File: config.mk
export PLATFORM = sky130hd
export DESIGN_NAME = hazard_ctrl
export DESIGN_NICKNAME = d
export VERILOG_FILES = /design/src/rtl/hazard_ctrl.sv
export SDC_FILE = /design/constraint.sdc
export NUM_CORES = 1
export LEC_CHECK = 0
export ABC_CLOCK_PERIOD_IN_PS = 4360
export CAP_MARGIN = 10
export CORE_ASPECT_RATIO = 0.6
export CORE_MARGIN = 1
export CORE_UTILIZATION = 35
export CTS_CLUSTER_DIAMETER = 40
export CTS_CLUSTER_SIZE = 16
export DETAILED_ROUTE_END_ITERATION = 12
export DONT_BUFFER_PORTS = 1
export GPL_ROUTABILITY_DRIVEN = 0
export PLACE_DENSITY_LB_ADDON = 0.15
export SLEW_MARGIN = 25
export SYNTH_ARGS = -nofsm -noshare
export SYNTH_HDL_FRONTEND = slang
export SYNTH_SLANG_ARGS = --single-unit
File: constraint.sdc
create_clock -name clk -period 4.36 [get_ports clk]
set_input_delay 0.654 -clock clk [delete_from_list [all_inputs] [get_ports clk]]
set_output_delay 0.654 -clock clk [all_outputs]
set_load 0.01 [all_outputs]
File: src/rtl/hazard_ctrl.sv
// Stall/flush sequencer for the 5-stage RV32 pipeline, plus the cycle/instret counters.
// Define HAZARD_PERF_EN to build the saturating load-use / branch-flush event counters.
module hazard_ctrl #(
   parameter int FLUSH_CYCLES = 2,
   parameter int CNT_W        = 64
) (
   input  logic             clk,
   input  logic             reset,
   input  logic [4:0]       id_rs1_addr,
   input  logic [4:0]       id_rs2_addr,
   input  logic             id_uses_rs1,
   input  logic             id_uses_rs2,
   input  logic [4:0]       exe_rd_addr,
   input  logic             exe_mem_read,
   input  logic             exe_branch_taken,
   input  logic             im_stall,
   input  logic             dm_stall,
   input  logic             wb_valid,
   output logic             pipe_freeze,
   output logic             pc_hold,
   output logic             ifid_hold,
   output logic             ifid_flush,
   output logic             idexe_flush,
   output logic             flush_busy,
   output logic [CNT_W-1:0] cycle_cnt,
   output logic [CNT_W-1:0] instret_cnt,
   output logic [31:0]      lu_stall_cnt,
   output logic [31:0]      br_flush_cnt
);

   typedef enum logic {RUN = 1'b0, BR_FLUSH = 1'b1} state_t;

   localparam logic [CNT_W-1:0] CNT_ONE   = {{(CNT_W-1){1'b0}}, 1'b1};
   localparam logic [2:0]       FLUSH_LD  = 3'(FLUSH_CYCLES - 1);

   state_t           r_state, w_state_nxt;
   logic [2:0]       r_flush_cnt, w_flush_cnt_nxt;
   logic [CNT_W-1:0] r_cycle_cnt, r_instret_cnt;
   logic             w_freeze, w_lu;

   assign w_freeze    = im_stall | dm_stall;
   assign pipe_freeze = w_freeze;
   assign flush_busy  = (r_state == BR_FLUSH);

   assign w_lu = exe_mem_read && (exe_rd_addr != 5'd0) &&
                 ((id_uses_rs1 && (id_rs1_addr == exe_rd_addr)) ||
                  (id_uses_rs2 && (id_rs2_addr == exe_rd_addr)));

   always_comb begin
      // NOTE: every output gets a default first so no path through the case infers a latch.
      w_state_nxt     = r_state;
      w_flush_cnt_nxt = r_flush_cnt;
      pc_hold         = 1'b0;
      ifid_hold       = 1'b0;
      ifid_flush      = 1'b0;
      idexe_flush     = 1'b0;
      if (w_freeze) begin
         // A memory stall suspends everything, including a flush in progress.
         pc_hold   = 1'b1;
         ifid_hold = 1'b1;
      end else begin
         case (r_state)
            RUN: begin
               if (exe_branch_taken) begin
                  ifid_flush  = 1'b1;
                  idexe_flush = 1'b1;
                  if (FLUSH_CYCLES > 1) begin
                     w_state_nxt     = BR_FLUSH;
                     w_flush_cnt_nxt = FLUSH_LD;
                  end
               end else if (w_lu) begin
                  pc_hold     = 1'b1;
                  ifid_hold   = 1'b1;
                  idexe_flush = 1'b1;
               end
            end
            BR_FLUSH: begin
               // EXE holds a bubble here, so a branch indication is meaningless and ignored.
               ifid_flush      = 1'b1;
               idexe_flush     = 1'b1;
               w_flush_cnt_nxt = r_flush_cnt - 3'd1;
               if (r_flush_cnt == 3'd1) w_state_nxt = RUN;
            end
            default: w_state_nxt = RUN;
         endcase
      end
   end

   // NOTE: sequential state uses non-blocking assignments so all flops update together.
   always_ff @(posedge clk or negedge reset) begin
      if (!reset) begin
         r_state       <= RUN;
         r_flush_cnt   <= 3'd0;
         r_cycle_cnt   <= '0;
         r_instret_cnt <= '0;
      end else begin
         r_state     <= w_state_nxt;
         r_flush_cnt <= w_flush_cnt_nxt;
         r_cycle_cnt <= r_cycle_cnt + CNT_ONE;
         if (wb_valid && !w_freeze) r_instret_cnt <= r_instret_cnt + CNT_ONE;
      end
   end

   assign cycle_cnt   = r_cycle_cnt;
   assign instret_cnt = r_instret_cnt;

`ifdef HAZARD_PERF_EN
   logic        w_lu_stall, w_br_event;
   logic [31:0] r_lu_stall_cnt, r_br_flush_cnt;

   assign w_lu_stall = !w_freeze && (r_state == RUN) && !exe_branch_taken && w_lu;
   assign w_br_event = !w_freeze && (r_state == RUN) && exe_branch_taken;

   always_ff @(posedge clk or negedge reset) begin
      if (!reset) begin
         r_lu_stall_cnt <= 32'h0;
         r_br_flush_cnt <= 32'h0;
      end else begin
         if (w_lu_stall && (r_lu_stall_cnt != 32'hFFFF_FFFF)) r_lu_stall_cnt <= r_lu_stall_cnt + 32'h1;
         if (w_br_event && (r_br_flush_cnt != 32'hFFFF_FFFF)) r_br_flush_cnt <= r_br_flush_cnt + 32'h1;
      end
   end

   assign lu_stall_cnt = r_lu_stall_cnt;
   assign br_flush_cnt = r_br_flush_cnt;
`else
   assign lu_stall_cnt = 32'h0;
   assign br_flush_cnt = 32'h0;
`endif

endmodule
# Word-level counts from Yosys, hierarchy flattened
# Cells that the tools add are included.
# word_totals
reg_bits,132
latch_bits,0
mem_bits_rw,0
romBits,0
input_bits,24
out_inout_bits,198
elab_cells,37
mem_count,0
# op_classes
addsub,3
n_mul,0
n_div,0
magnitude_cmp,0
eq_ne,4
n_shift,0
muxes,14
bitwise_logic,3
reduce_logical,9
# ops
op,count
$add A64 B1 Y64 const B,2
$eq A5 B5 Y1,2
$mux W1,9
$pmux W1 S2,3
$pmux W3 S2,1
$logic_and A1 B1 Y1,5
$reduce_bool A5 Y1,1
$eq A3 B1 Y1 const B,1
$mux W3,1
$sub A3 B1 Y3 const B,1
$ne A2 B2 Y1 const B,1
$not A1 Y1,2
$reduce_and A2 Y1,1
$logic_not A1 Y1,1
$logic_or A1 B1 Y1,1
$or A1 B1 Y1,1

# Logic depth before layout (Yosys ltp)
# Gate-level depths: netlist of the first run.
# depth
ltp_word,8
mapped_depth,7
mapped_depth_nobuf,6

# Worst setup path before layout of the first run
# OpenSTA, ideal clock, no wires.
# synth_timing
path_kind,input -> output
start,in exe_rd_addr[1]
end,out pc_hold
arrival_time_ps,1650
path_slack_ps,2056
path_stages,4
path_buffers,1
cell_sequence,or4_1 -> o211ai_1 -> a21oi_1 -> buf_4
# synth_between
elab_chain_len,8
# synth_rtl
item,line_no,text
start: declaration,13,"input logic [4:0] exe_rd_addr,"
"$eq A5 B5 Y1, on equally long branches","46, 47",
"$logic_and A1 B1 Y1, on equally long branches","46, 47",
$logic_or A1 B1 Y1,46,((id_uses_rs1 && (id_rs1_addr == exe_rd_addr)) ||
$logic_and A1 B1 Y1 (*),45,assign w_lu = exe_mem_read && (exe_rd_addr != 5'd0) &&
$mux W1 (*) (4 in a row),--,
end: declaration,20,"output logic pc_hold,"
# Mark *: on every way between the ends. The rest lies on a longest branch, timed or not.

# Final worst setup path of the first run
# layout_timing
start,reg r_instret_cnt[27] (netlist: instret_cnt[27])
end,reg r_instret_cnt[57] (netlist: instret_cnt[57])
# layout_between
elab_chain_len,1
# layout_rtl
item,line_no,text
start: declaration,38,"logic [CNT_W-1:0] r_cycle_cnt, r_instret_cnt;"
start signal: assignment,100,if (wb_valid && !w_freeze) r_instret_cnt <= r_instret_cnt + CNT_ONE;
$add A64 B1 Y64,100,
# No other way between the ends.
# A chain may end at the register's enable or synchronous reset.

==> reports/metrics.cfg, run 1 <==
[finish]
nNetsFinal = 705
fin_area_um2 = 7440
num_antenna_cells = 0
syn2layout_area_growth_pct = 9.67
fillers = 1866
drive_gt1_share_pct = 6.53

[synth]
ys_seq_elements = 132
synth_top_area_share_pct = 48.7
synthSimpleGateAreaFrac_pct = 23.1
synth_top_family_by_area = simple AND/OR/NAND/NOR gates
synth.area.top_cells = dfrtp_1 49%, xnor2_1 9.4%, xor2_1 8.0%
ys_types = 40
muxShareOfSynthArea_pct = 0.332
yosys_warnings = 0
synth_xor_xnor_area_share_pct = 17.4
synth_compound_area_share_pct = 0.886
yosysSeqAreaShare_pct = 48.7
netlist_area_um2 = 6780
syn_inst = 662
synthAdderAreaFrac_pct = 0.738
synth_top_area_cell = dfrtp_1
postSynthAreaPerCell_um2 = 10.2

[cts]
clk_latency_ps = 430
htree_levels = 4
cts_tree = yes
hold_buffers = 1
cts_max_path_buffers = 2
post_cts_buffers = 0
clkSinkCount = 132
ctsResizeCount = 0
cts.clk_slew.worst_paths_ps = 60
cts_buffers = 17
cts_root_buf = clkbuf_16

[power_and_ir_drop]
net-switching-power_mw = 0.680
p_leak_nw = 3.42
clkPwrFrac_pct = 49.3
p_int_mw = 2.22
swShare_pct = 23.4
power_frac_comb_pct = 5.1
p_per_area_nw_per_um2 = 391
p_seq_share_pct = 45.6
peakVddDrop_uv = 261
finalPower_mw = 2.90

[global_routing]
grt_usage_pct = 17.0
grt.overflow.total = 0
first_global_vias = 4564
grt_pass1_wl_mm = 25.9
antenna_found_initial = 0
grt_max_degree = 133

[critical_path]
endpoint_kind = flip-flop
r2r_start = instret_cnt[27]
r2r_slack_ps = 1810
crit_path_start_kind = flip-flop
reg2reg_depth = 5
crit_fanout = 9
critPathCapture = instret_cnt[57]
r2r_end = instret_cnt[57]
startpoint = instret_cnt[27]
required_ps = 4710
critPathKind = flip-flop to flip-flop
cp_data_arrival_time_ps = 2900

[placed_design]
placed_cell_area_um2 = 6830
port_buffers = 0
dpl.hpwl_mm = 11.9

[job]
maxCapViolCount = 0

[timing]
setup_viol = 0
timing_hold_violations_final = 0
max_clock_freq_mhz = 392
final.period_utilization_pct = 58.5
tns_ps = 0
worstMarginPinSlew_ps = 923
maxSlewHeadroom_pct = 37.9
finalMaxSlewViolations = 0
min_period_ps = 2550
grt_setup_unrepaired = false
skew_ps = 7.06

[drt]
met1_length_mm = 7.61
vias = 4615
antenna_left = 0
drc = 0
wirelength_mm = 16.2
routed_via_density = 4.94
dr_wl_met3_mm = 1.49
drtIter0Drc = 356
top_layer = met4
dr_wl_met2_mm = 6.93
firstDrtPassIters = 4
wire_per_inst_um = 17.3

[die]
rows = 39
die_y_um = 110
die_area_um2 = 20000
core_um2 = 19000
ios = 222
initial_core_util_pct = 35.7
dieWidth_um = 182

[worst_hold_path]
hp-class = input port to async pin

[status]
status = finished clean

Yosys cell counts, drive strengths merged:
| cell | instances |
|---|---|
| o22ai | 2 |
| dfrtp | 132 |
| inv | 22 |
| nor2 | 44 |
| conb | 1 |
| nor3 | 31 |
| or4 | 2 |
| and3 | 15 |
| nor4 | 23 |
| xnor2 | 73 |
| o211ai | 1 |
| or3 | 2 |
| a21oi | 2 |
| clkbuf | 2 |
| nor3b | 1 |
| mux2 | 2 |
| a22o | 1 |
| ha | 4 |
| and2 | 2 |
| buf | 67 |
| and4 | 14 |
| nand2 | 56 |
| nand3 | 48 |
| o21ai | 3 |
| nand4bb | 1 |
| nand2b | 1 |
| a31oi | 1 |
| nand4 | 46 |
| and4bb | 1 |
| xor2 | 62 |
cells in the final DEF, fill, tap and decap left out, drive strengths merged:
cell,instances
o21ai,3
nand3,48
clkinv,4
dfrtp,132
and4bb,1
nand4,46
bufinv,3
nand4bb,1
a31oi,1
xnor2,73
and3,15
xor2,62
nor3,31
and4,14
o22ai,2
nand2,56
o211ai,1
nor3b,1
inv,22
ha,4
a22o,1
nor2,44
conb,64
mux2,2
and2,2
or4,2
nor4,23
buf,2
or3,2
a21oi,2
clkinvlp,3
nand2b,1
clkbuf,21
worst min path at each step:
| stage | from | to | slack, ps |
|---|---|---|---|
| floorplan | reset | cycle_cnt[0] | 360 |
| global placement | reset | cycle_cnt[6] | 360 |
| detailed placement | reset | cycle_cnt[6] | 360 |
| CTS | reset | cycle_cnt[33] | 240 |
| global route | reset | cycle_cnt[33] | 240 |
| finish | reset | cycle_cnt[33] | 190 |
worst max-delay path, stage by stage (launching register included):
cell and delay, ps:
dfrtp_1 560, nand4_1 210, nor4_1 720, nand4_2 450, nor4_1 360, xor2_1 170
routing by layer:
metal,global-route usage [%],vias up
li1,-,2207
met1,22.6,2264
met2,24.5,130
met3,7.15,14
met4,6.30,0
met5,0,-
power by group through the flow:
stage	clock network (mW)	logic [mW]	registers (mW)
CTS	1.47	0.151	1.33
detailed placement	0	0.121	1.35
finish	1.43	0.148	1.33
global placement	0	0.117	1.35
global route	1.52	0.176	1.33
floorplan	0	0.150	1.33
cell families (layout without fill, tap and decap cells):
family,after synthesis,after routing
adders and majority gates,4,4
and+or+nand+nor,287,287
muxes,2,2
DFF,132,132
xor gates and xnor gates,135,135
other,1,64
buffers and inverters,91,55
AOI/OAI and AO/OA,10,10
sequential cells by signal, summed over array words and instances (netlist names):
name and count:
instret_cnt 64, flush_busy 1, cycle_cnt 64, r_flush_cnt 3
cell type report:
class | instances | area [µm²] | area share (%)
Clock buffer | 21 | 450 | 6.06
Clock inverter | 10 | 133 | 1.78
Inverter | 22 | 82.6 | 1.11
Multi-Input combinational cell | 502 | 3120 | 42.0
Sequential cell | 132 | 3300 | 44.4
Tap cell | 246 | 308 | 4.14
Timing Repair Buffer | 2 | 35.0 | 0.471
through the flow:
| step | util [%] | instances | setup WS [ps] | hold WS, ps |
|---|---|---|---|---|
| finish | 39.2 | 935 | 1810 | 189 |
| detailed placement | 36.0 | 903 | 1750 | 361 |
| global placement | 36.0 | 903 | 1840 | 363 |
| floorplan | - | 725 | 2060 | 358 |
| global route | 39.2 | 935 | 1510 | 243 |
| CTS | 39.2 | 935 | 1790 | 241 |
(Power assumes the default switching activity.)
==> run 2, diff against run 1 <==
--- a/config.mk
+++ b/config.mk
@@ -5,7 +5,7 @@
 export SDC_FILE = /design/constraint.sdc
 export NUM_CORES = 1
 export LEC_CHECK = 0
-export ABC_CLOCK_PERIOD_IN_PS = 4360
+export ABC_CLOCK_PERIOD_IN_PS = 2100
 export CAP_MARGIN = 10
 export CORE_ASPECT_RATIO = 0.6
 export CORE_MARGIN = 1
==> constraint.sdc (replaced) <==
create_clock -name clk -period 2.1 [get_ports clk]
set_input_delay 0.315 -clock clk [delete_from_list [all_inputs] [get_ports clk]]
set_output_delay 0.315 -clock clk [all_outputs]
set_load 0.01 [all_outputs]
==> run 2 against run 1 <==
The flow now finishes with violations (negative hold slack). Hold slack got worse by 600 ps. Sequential power up 100%. Highest routed layer unchanged. Combinational power rose to 2.7 times the previous value. Critical path depth did not move. Wire length grew 5.4%. Global-route usage grew 0.80 points. Clock-buffer cell count decreased by 3.
==> reports/metrics.cfg, run 2 (same netlist as run 1, synthesis figures left out) <==
[power_and_ir_drop]
swShare_pct = 21.6  ; was 23.4%
peakVddDrop_uv = 563  ; was 261 µV
p_per_area_nw_per_um2 = 791  ; was 391 nW/µm²
p_leak_nw = 4.00  ; was 3.42 nW
power_frac_comb_pct = 6.2  ; was 5.1%
clkPwrFrac_pct = 53.1  ; was 49.3%
net-switching-power_mw = 1.42  ; was 0.680 mW
p_seq_share_pct = 40.7  ; was 45.6%
p_int_mw = 5.17  ; was 2.22 mW

[critical_path]
crit_path_start_kind = flip-flop  ; unchanged
r2r_end = instret_cnt[57]  ; unchanged
reg2reg_depth = 5  ; unchanged
cp_slowest_cell = or3_2  ; was nor4_1
required_ps = 2450  ; was 4710 ps
endpoint_kind = flip-flop  ; unchanged
cp_data_arrival_time_ps = 2310  ; was 2900 ps
crit_chain = and4_2, nand2_1, or3_2, nor4_1, xor2_1  ; was nand4_1, nor4_1, nand4_2, nor4_1, xor2_1
crit_fanout = 4  ; was 9
r2r_slack_ps = 130  ; was 1810 ps
slowest_delay_ps = 550  ; was 720 ps
critPathKind = flip-flop to flip-flop  ; unchanged
r2r_start = instret_cnt[46]  ; was instret_cnt[27]

[drt]
drtIter0Drc = 216  ; was 356
wirelength_mm = 17.1  ; was 16.2 mm
drc = 0  ; unchanged
antenna_left = 0  ; unchanged
vias = 4984  ; was 4,615
wire_per_inst_um = 16.5  ; was 17.3 µm
firstDrtPassIters = 6  ; was 4
routed_via_density = 4.82  ; was 4.94

[global_routing]
grt_usage_pct = 17.8  ; was 17.0%
grt_max_degree = 133  ; unchanged
first_global_vias = 5018  ; was 4,564
grt_pass1_wl_mm = 27.1  ; was 25.9 mm
antenna_found_initial = 0  ; unchanged
grt.overflow.total = 0  ; unchanged

[die]
rows = 39  ; unchanged
dieWidth_um = 182  ; unchanged
initial_core_util_pct = 35.7  ; unchanged
ios = 222  ; unchanged
die_area_um2 = 20000  ; unchanged
die_y_um = 110  ; unchanged
core_um2 = 19000  ; unchanged

[finish]
drive_gt1_share_pct = 19.9  ; was 6.53%
regArea_um2 = 3300  ; unchanged
final_common_cell = dfrtp_1  ; unchanged
fillers = 1802  ; was 1,866
syn2layout_area_growth_pct = 23.0  ; was 9.67%
num_antenna_cells = 0  ; unchanged
nNetsFinal = 803  ; was 705
final_cell_mix = 132 x dfrtp_1, 99 x buf_4, 73 x xnor2_1  ; was 132 x dfrtp_1, 73 x xnor2_1, 64 x conb_1
multi_input_area_um2 = 3190  ; was 3120 µm²

[timing]
timing_hold_violations_final = 132  ; was 0
holdWs_ps = -415  ; was 189 ps
setup_viol = 0  ; unchanged
final.period_utilization_pct = 93.6  ; was 58.5%
grt_setup_unrepaired = true  ; was false
min_period_ps = 1970  ; was 2550 ps
skew_ps = 8.02  ; was 7.06 ps
finalMaxSlewViolations = 0  ; unchanged
finalWorstSetupSlack_ps = 135  ; was 1810 ps
max_clock_freq_mhz = 509  ; was 392 MHz

[job]
maxCapViolCount = 0  ; unchanged

[cts]
cts_root_buf = clkbuf_16  ; unchanged
cts_max_path_buffers = 2  ; unchanged
clkSinkCount = 132  ; unchanged
cts_buffers = 17  ; unchanged
cts.clk_slew.worst_paths_ps = 60  ; about the same
clk_latency_ps = 420  ; was 430 ps
htree_levels = 4  ; unchanged
cts_tree = yes  ; unchanged

[placed_design]
port_buffers = 0  ; unchanged
dpl.hpwl_mm = 13.0  ; was 11.9 mm
dpl_worst_slack_ps = -68.9  ; was 1750 ps

[worst_hold_path]
hp-class = input port to async pin  ; unchanged

[status]
status = finished, violations left  ; was finished clean
violations = negative hold slack

## run 2: cell types whose count changed in the layout (fill, tap and decap cells not counted), moves of 2 or more
cell | previous run | this run
buf_4 | 1 | 99
bufinv_16 | 3 | 7
clkbuf_1 | 3 | 0
clkinvlp_4 | 3 | 1
nand3_1 | 47 | 45
nand3_2 | 1 | 3
nor3_1 | 31 | 28
nor3_2 | 0 | 3
nor4_1 | 18 | 15
nor4_2 | 3 | 6
## run 2: cell type report
class,count,area share [%]
clock buffers,18,5.27
repair buffers,100,9.16
well taps,246,3.69
multi-input cells,502,38.2
inverters,22,0.991
clock inverters,14,3.06
flip-flops and latches,132,39.6
## run 2: through the flow
stage	std cells	total power, mW	instance area (µm²)	setup TNS [ps]	util (%)
finish	1034	6.60	8340	0	43.9
global route	1034	6.87	8340	-7.78	43.9
CTS	1030	6.68	8250	0	43.5
detailed placement	996	3.13	7540	-94.4	39.7
global placement	996	3.12	7540	0	39.7
floorplan	725	3.08	7020	0	-
## run 2: timing repair
action	in CTS	in global routing
endpoints found under the hold margin	132	132
pin swaps	2	5
setup endpoints to repair	4	29
buffers inserted	2	4
gates resized for setup	2	10
## run 2: power groups by stage
stage	sequential, mW	combinational (mW)	clock, mW
detailed placement	2.73	0.403	0
global route	2.69	0.458	3.71
CTS	2.69	0.405	3.59
finish	2.69	0.406	3.50
global placement	2.73	0.390	0
floorplan	2.77	0.312	0
## run 2: critical path, delay by kind of cell, from the launching register on
| kind | cells | cell delay (ps) |
|---|---|---|
| simple gates | 4 | 1310 |
| xor+xnor | 1 | 180 |
| flops | 1 | 410 |
## run 2: layer usage
metal	global-route usage [%]	wire length, µm	part of all wire, %	vias up
met3	7.98	1560	9.1	16
met2	26.7	7470	44	134
li1	-	-	-	2398
met4	6.48	193	1.1	0
met5	0	0	0	-
met1	22.6	7860	46	2436
## run 2: worst max-delay path by stage
stage	cells after the start	slack (ps)	end	from
CTS	3	20	ifid_hold	flush_busy
detailed placement	7	-70	cycle_cnt[58]	cycle_cnt[0]
global placement	7	10	cycle_cnt[58]	cycle_cnt[0]
global route	6	-4	instret_cnt[51]	instret_cnt[4]
finish	5	130	instret_cnt[57]	instret_cnt[46]
floorplan	7	170	cycle_cnt[54]	cycle_cnt[0]
